[src/rtl/load_store_unit.sv]
// Load/store unit between execute and a 32 x 32-bit registered-read data memory.
// Optional misalignment trap: define LSU_MISALIGN_TRAP_EN.
module load_store_unit #(
  parameter int unsigned ADDR_W = 7
) (
  input  logic              clk,
  input  logic              rst,
  input  logic              req_valid,
  output logic              req_ready,
  input  logic              req_we,
  input  logic [1:0]        req_size,
  input  logic              req_unsigned,
  input  logic [ADDR_W-1:0] req_addr,
  input  logic [31:0]       req_wdata,
  output logic              resp_valid,
  output logic [31:0]       resp_rdata,
  output logic              resp_err,
  output logic              mem_read_flag,
  output logic              mem_write_flag,
  output logic [4:0]        mem_addr,
  output logic [31:0]       mem_val,
  input  logic [31:0]       mem_read_out
);

  localparam logic [2:0] StIdle = 3'd0;
  localparam logic [2:0] StRd   = 3'd1;
  localparam logic [2:0] StLdx  = 3'd2;
  localparam logic [2:0] StWr   = 3'd3;
  localparam logic [2:0] StResp = 3'd4;

  localparam logic [1:0] SizeByte = 2'b00;
  localparam logic [1:0] SizeHalf = 2'b01;
  localparam logic [1:0] SizeWord = 2'b10;
  localparam logic [1:0] SizeIll  = 2'b11;

  logic [2:0]        state_q, state_d;
  logic              we_q;
  logic [1:0]        size_q;
  logic              unsigned_q;
  logic [ADDR_W-1:0] addr_q;
  logic [31:0]       wdata_q;
  logic [31:0]       rdata_q;

  logic              accept;
  logic              req_bad;
  logic [1:0]        req_size_n;
  logic              req_is_word;

  logic [4:0]        lane_shift;
  logic [31:0]       shifted_rd;
  logic [15:0]       half_lane;
  logic [31:0]       ld_ext;
  logic [31:0]       merged;

`ifdef LSU_MISALIGN_TRAP_EN
  logic err_q;

  assign req_bad = (req_size == SizeIll) ||
                   ((req_size == SizeHalf) && req_addr[0]) ||
                   ((req_size == SizeWord) && (req_addr[1:0] != 2'b00));
  assign req_size_n = req_size;
  assign resp_err   = err_q;
`else
  // Without the trap, size 11 behaves as a word and low address bits are dropped.
  assign req_bad    = 1'b0;
  assign req_size_n = (req_size == SizeIll) ? SizeWord : req_size;
  assign resp_err   = 1'b0;
`endif

  assign accept      = (state_q == StIdle) && req_valid;
  assign req_is_word = (req_size_n == SizeWord);

  assign req_ready      = (state_q == StIdle);
  assign resp_valid     = (state_q == StResp);
  assign resp_rdata     = rdata_q;
  assign mem_read_flag  = (state_q == StRd);
  assign mem_write_flag = (state_q == StWr);
  assign mem_addr       = 5'(addr_q[ADDR_W-1:2]);

  // Lane extraction and merge both work on the registered memory read data.
  assign lane_shift = {addr_q[1:0], 3'b000};
  assign shifted_rd = mem_read_out >> lane_shift;
  assign half_lane  = addr_q[1] ? mem_read_out[31:16] : mem_read_out[15:0];

  always_comb begin
    ld_ext = mem_read_out;
    unique case (size_q)
      SizeByte: ld_ext = unsigned_q ? {24'h0, shifted_rd[7:0]}
                                    : {{24{shifted_rd[7]}}, shifted_rd[7:0]};
      SizeHalf: ld_ext = unsigned_q ? {16'h0, half_lane}
                                    : {{16{half_lane[15]}}, half_lane};
      default:  ld_ext = mem_read_out;
    endcase
  end

  always_comb begin
    merged = wdata_q;
    unique case (size_q)
      SizeByte: merged = (mem_read_out & ~(32'h0000_00ff << lane_shift)) |
                         ({24'h0, wdata_q[7:0]} << lane_shift);
      SizeHalf: merged = addr_q[1] ? {wdata_q[15:0], mem_read_out[15:0]}
                                   : {mem_read_out[31:16], wdata_q[15:0]};
      default:  merged = wdata_q;
    endcase
  end

  assign mem_val = (state_q == StWr) ? merged : 32'h0;

  always_comb begin
    state_d = state_q;
    unique case (state_q)
      StIdle: begin
        if (accept) begin
          if (req_bad) begin
            state_d = StResp;
          end else if (req_we && req_is_word) begin
            state_d = StWr;
          end else begin
            state_d = StRd;
          end
        end
      end
      StRd:    state_d = we_q ? StWr : StLdx;
      StLdx:   state_d = StResp;
      StWr:    state_d = StResp;
      StResp:  state_d = StIdle;
      default: state_d = StIdle;
    endcase
  end

  always_ff @(posedge clk or posedge rst) begin
    if (rst) begin
      state_q <= StIdle;
    end else begin
      state_q <= state_d;
    end
  end

  always_ff @(posedge clk or posedge rst) begin
    if (rst) begin
      we_q       <= 1'b0;
      size_q     <= 2'b00;
      unsigned_q <= 1'b0;
      addr_q     <= '0;
      wdata_q    <= 32'h0;
    end else if (accept) begin
      we_q       <= req_we;
      size_q     <= req_size_n;
      unsigned_q <= req_unsigned;
      addr_q     <= req_addr;
      wdata_q    <= req_wdata;
    end
  end

  // Response data is held until the next response is produced.
  always_ff @(posedge clk or posedge rst) begin
    if (rst) begin
      rdata_q <= 32'h0;
    end else if (state_q == StLdx) begin
      rdata_q <= ld_ext;
    end else if ((state_q == StWr) || (accept && req_bad)) begin
      rdata_q <= 32'h0;
    end
  end

`ifdef LSU_MISALIGN_TRAP_EN
  always_ff @(posedge clk or posedge rst) begin
    if (rst) begin
      err_q <= 1'b0;
    end else if (accept && req_bad) begin
      err_q <= 1'b1;
    end else if ((state_q == StLdx) || (state_q == StWr)) begin
      err_q <= 1'b0;
    end
  end
`endif

endmodule
[config.mk]
export PLATFORM = sky130hd
export DESIGN_NAME = load_store_unit
export DESIGN_NICKNAME = d
export VERILOG_FILES = /design/src/rtl/load_store_unit.sv
export SDC_FILE = /design/constraint.sdc
export NUM_CORES = 1
export LEC_CHECK = 0
export BUFFER_PORTS_ARGS = -buffer_cell sky130_fd_sc_hd__buf_2
export CAP_MARGIN = 20
export CORE_AREA = 2 2 141 109
export CTS_BUF_LIST = sky130_fd_sc_hd__clkbuf_8
export DETAILED_ROUTE_END_ITERATION = 12
export DIE_AREA = 0 0 143 111
export PLACE_DENSITY_LB_ADDON = 0.3
export SYNTH_ARGS = -nofsm -noshare
export SYNTH_HDL_FRONTEND = slang
export SYNTH_SLANG_ARGS = --single-unit
[constraint.sdc]
create_clock -name clk -period 2.5 [get_ports clk]
set_input_delay 0.25 -clock clk [delete_from_list [all_inputs] [get_ports clk]]
set_output_delay 0.25 -clock clk [all_outputs]
set_load 0.05 [all_outputs]
==> results_dict.tcl <==
set metrics [dict create \
    post-route-cell-area_um2 5840 \
    hold_path_startpoint "req_wdata[6]" \
    fillers 1490 \
    first_pass_iters 7 \
    critPathLaunchType "flip-flop" \
    achievable-frequency_mhz 409 \
    place_congestion 0.919 \
    dpl.hpwl_mm 12.5 \
    grtUsageMet1_pct 30.9 \
    cpMaxStageDelayCell "nor2b_1" \
    synthesis.nets 545 \
    drt-total-wl_mm 16.3 \
    antenna_found_initial 0 \
    clockBufferDepth 2 \
    ys_types 43 \
    wire_per_inst_um 19.9 \
    max_cap_violations 0 \
    synth_adder_area_share_pct 0 \
    grt_max_degree 49 \
    endpoint_kind "output port" \
    r2r_cells 5 \
    grt_pass1_vias 4180 \
    holdWs_ns 0.0969 \
    clock-sinks 78 \
    io_pins 152 \
    yosysSeqAreaShare_pct 43.1 \
    setup_viol 0 \
    yosys.area_share.simple_pct 14.9 \
    synth_compound_area_share_pct 18.2 \
    cellLeakagePower_nw 2.84 \
    grt_usage_pct 20.7 \
    path_cells "buf_4 -> nor2b_1 -> a32oi_1 -> a21oi_1 -> buf_2" \
    yosysTopAreaCellShare_pct 43.1 \
    drive_above_1_share_pct 45.4 \
    placementRows 39 \
    dpl-instance-area_um2 5500 \
    overflow 0 \
    vdd_drop_max_uv 520 \
    final_hold_viol_count 0 \
    coreArea_um2 14700 \
    drc_errors 0 \
    p_per_area_nw_per_um2 1540 \
    die_area_um2 15900 \
    r2r-start "addr_q[1]" \
    fin_nets 686 \
    grt_util_met2_pct 28.9 \
    maxSlewViolCount 0 \
    synth_top_area_cell "dfrtp_1" \
    clock_skew_ns 0.0132 \
    cts_max_level 3 \
    synth.mux.area_fraction_pct 17.6 \
    cp_max_fo 23 \
    synth_edf_count 0 \
    io_buffers 150 \
    placed_cells 796 \
    period_share_pct 97.7 \
    gr-max-usage-layer "met1" \
    tns_ns 0 \
    numCtsBuffers 9 \
    drt_iter0_drc 462 \
    hold_path_class "in -> reg" \
    synth_warnings 0 \
    hold_path_depth 3 \
    finalCriticalPeriod_ns 2.44 \
    async_reset_ff_share_pct 100 \
    finalNonFillerCells 818 \
    synth_seq_cells 78 \
    grt_util_met3_pct 5.31 \
    via_per_inst 5.33 \
    rrSetupSlack_ns 0.37 \
    root_buffer "clkbuf_8" \
    synth_cells 467 \
    start_util_pct 30.9 \
    syn_area_um2 4530 \
    drtAntennaViolNets 0 \
    max_slew_margin_pct 51.5 \
    synth_flop_cell "dfrtp_1" \
    area_growth_pct 28.9 \
    synth_xor_area_share_pct 0 \
    crit_path_start "size_q[0]" \
    rsz0062_at_grt "false" \
    insertion_delay_ns 0.37 \
    required_ns 2.25 \
    synth_top_family_by_area "compound AO/OA/AOI/OAI gates" \
    die_y_um 111 \
    ys_top_cells_by_area "dfrtp_1 (43%), mux2_2 (13%), o21ai_0 (4.3%), mux2i_1 (4.2%), nand3_1 (3.3%)" \
    critical-path-max-stage-delay_ns 0.52 \
    vias 4356 \
    path_class "reg -> out" \
    tightest_slew_ns 0.728 \
    clkTransAtPathRegs_ns 0.08 \
    regArea_um2 1950 \
    grt_pass1_wl_mm 24.8 \
    cp.arrival_ns 2.19 \
    avgSynthCellArea_um2 9.70 \
    insertedDiodeCount 0 \
    die_w_um 143 \
    cts_tree "done" \
    multiInputGateArea_um2 2340 \
    status "completed" \
]
## cell usage in the layout (no fill, tap or decap), types with 3 or more instances in the layout
cell type  count
buf_2        150
dfrtp_1       76
mux2_2        54
o21ai_0       39
nand2_1       37
nand3_1       30
nor2_1        24
buf_4         22
a21oi_1       21
mux2i_1       19
clkbuf_8      12
nand2b_1      10
inv_1         10
nand3_2       10
o221a_2        8
a32oi_1        7
a221o_1        7
a211oi_1       7
a31oi_1        6
o21a_1         6
a22oi_1        6
nor3_1         5
nor4_1         4
o22ai_1        4
bufinv_16      3
## Yosys cell counts, types with 2 or more instances
master    instances
a211oi_1          8
a21oi_1          21
a221o_1           7
a222oi_1          2
a22oi_1           6
a31oi_1           6
a32oi_1           7
buf_1             3
buf_2             9
buf_4             6
buf_6             3
clkbuf_1         26
dfrtp_1          78
inv_1            10
mux2_2           54
mux2i_1          19
nand2_1          38
nand2b_1         11
nand3_1          30
nand3_2          10
nand3b_1          2
nor2_1           27
nor3_1            6
nor3b_1           2
nor4_1            4
o21a_1            6
o21ai_0          39
o221a_2           8
o22ai_1           4
o32ai_1           2
## metrics by stage
step	setup WS, ns	power (mW)	util [%]
final	0.0577	9.01	39.8
after global routing	0.00296	9.54	39.8
after CTS	0.0370	8.93	39.3
after detailed placement	0.280	7.70	37.5
after global placement	0.327	7.62	37.5
after floorplan	-0.141	6.32	-
## worst max-delay path, delay by kind of cell, from the launching register on
| kind | cells | cell delay [ns] |
|---|---|---|
| buffers and inverters | 2 | 0.58 |
| AND/OR/NAND/NOR | 1 | 0.52 |
| AO/OA/AOI/OAI | 2 | 0.37 |
| flip-flops | 1 | 0.34 |
## report_power, final
| group | internal, mW | switching [mW] |
|---|---|---|
| logic | 1.85 | 3.49 |
| clock network | 0.711 | 0.473 |
| registers | 1.90 | 0.587 |
## per-layer routing
| metal | part of all wire (%) | vias up | wire (um) |
|---|---|---|---|
| met4 | 3.1 | 0 | 501 |
| li1 | - | 1984 | - |
| met1 | 47 | 2119 | 7600 |
| met3 | 8.3 | 34 | 1350 |
| met2 | 42 | 219 | 6840 |
| met5 | 0 | - | 0 |
## cell families after synthesis
logic type | after synthesis
compound gates | 122
buf+inv | 59
flops | 78
mux | 73
other cells | 1
simple gates | 134
## what timing repair did
item	4_1_cts	5_1_grt
setup buffers	0	4
endpoints found under the hold margin	39	0
gates resized for setup	6	7
hold buffers	1	0
endpoints found under the setup margin	10	14
## area by class of cell
type                       instances  area share [%]
tap                              205            4.39
clock buffer                      11            2.59
multi-input combinational        330            40.0
timing repair buffer             177            17.0
inverter                          12           0.879
clock inverter                     5            1.67
sequential                        78            33.5
## flip-flops by register name, summed over array words and instances, names as in the netlist
signal / flops
resp_rdata: 32
wdata_q: 32
addr_q: 7
state_q: 3
size_q: 2
unsigned_q: 1
we_q: 1
## final timing paths
| path | to |
|---|---|
| worst max register to register | resp_rdata[31] |
| worst max-delay path | mem_val[14] |
| max in group asynchronous | resp_rdata[1] |
| worst min-delay path | wdata_q[6] |
| min in group asynchronous | addr_q[3] |
| worst min register to register | resp_rdata[8] |
(Power assumes the default switching activity.)
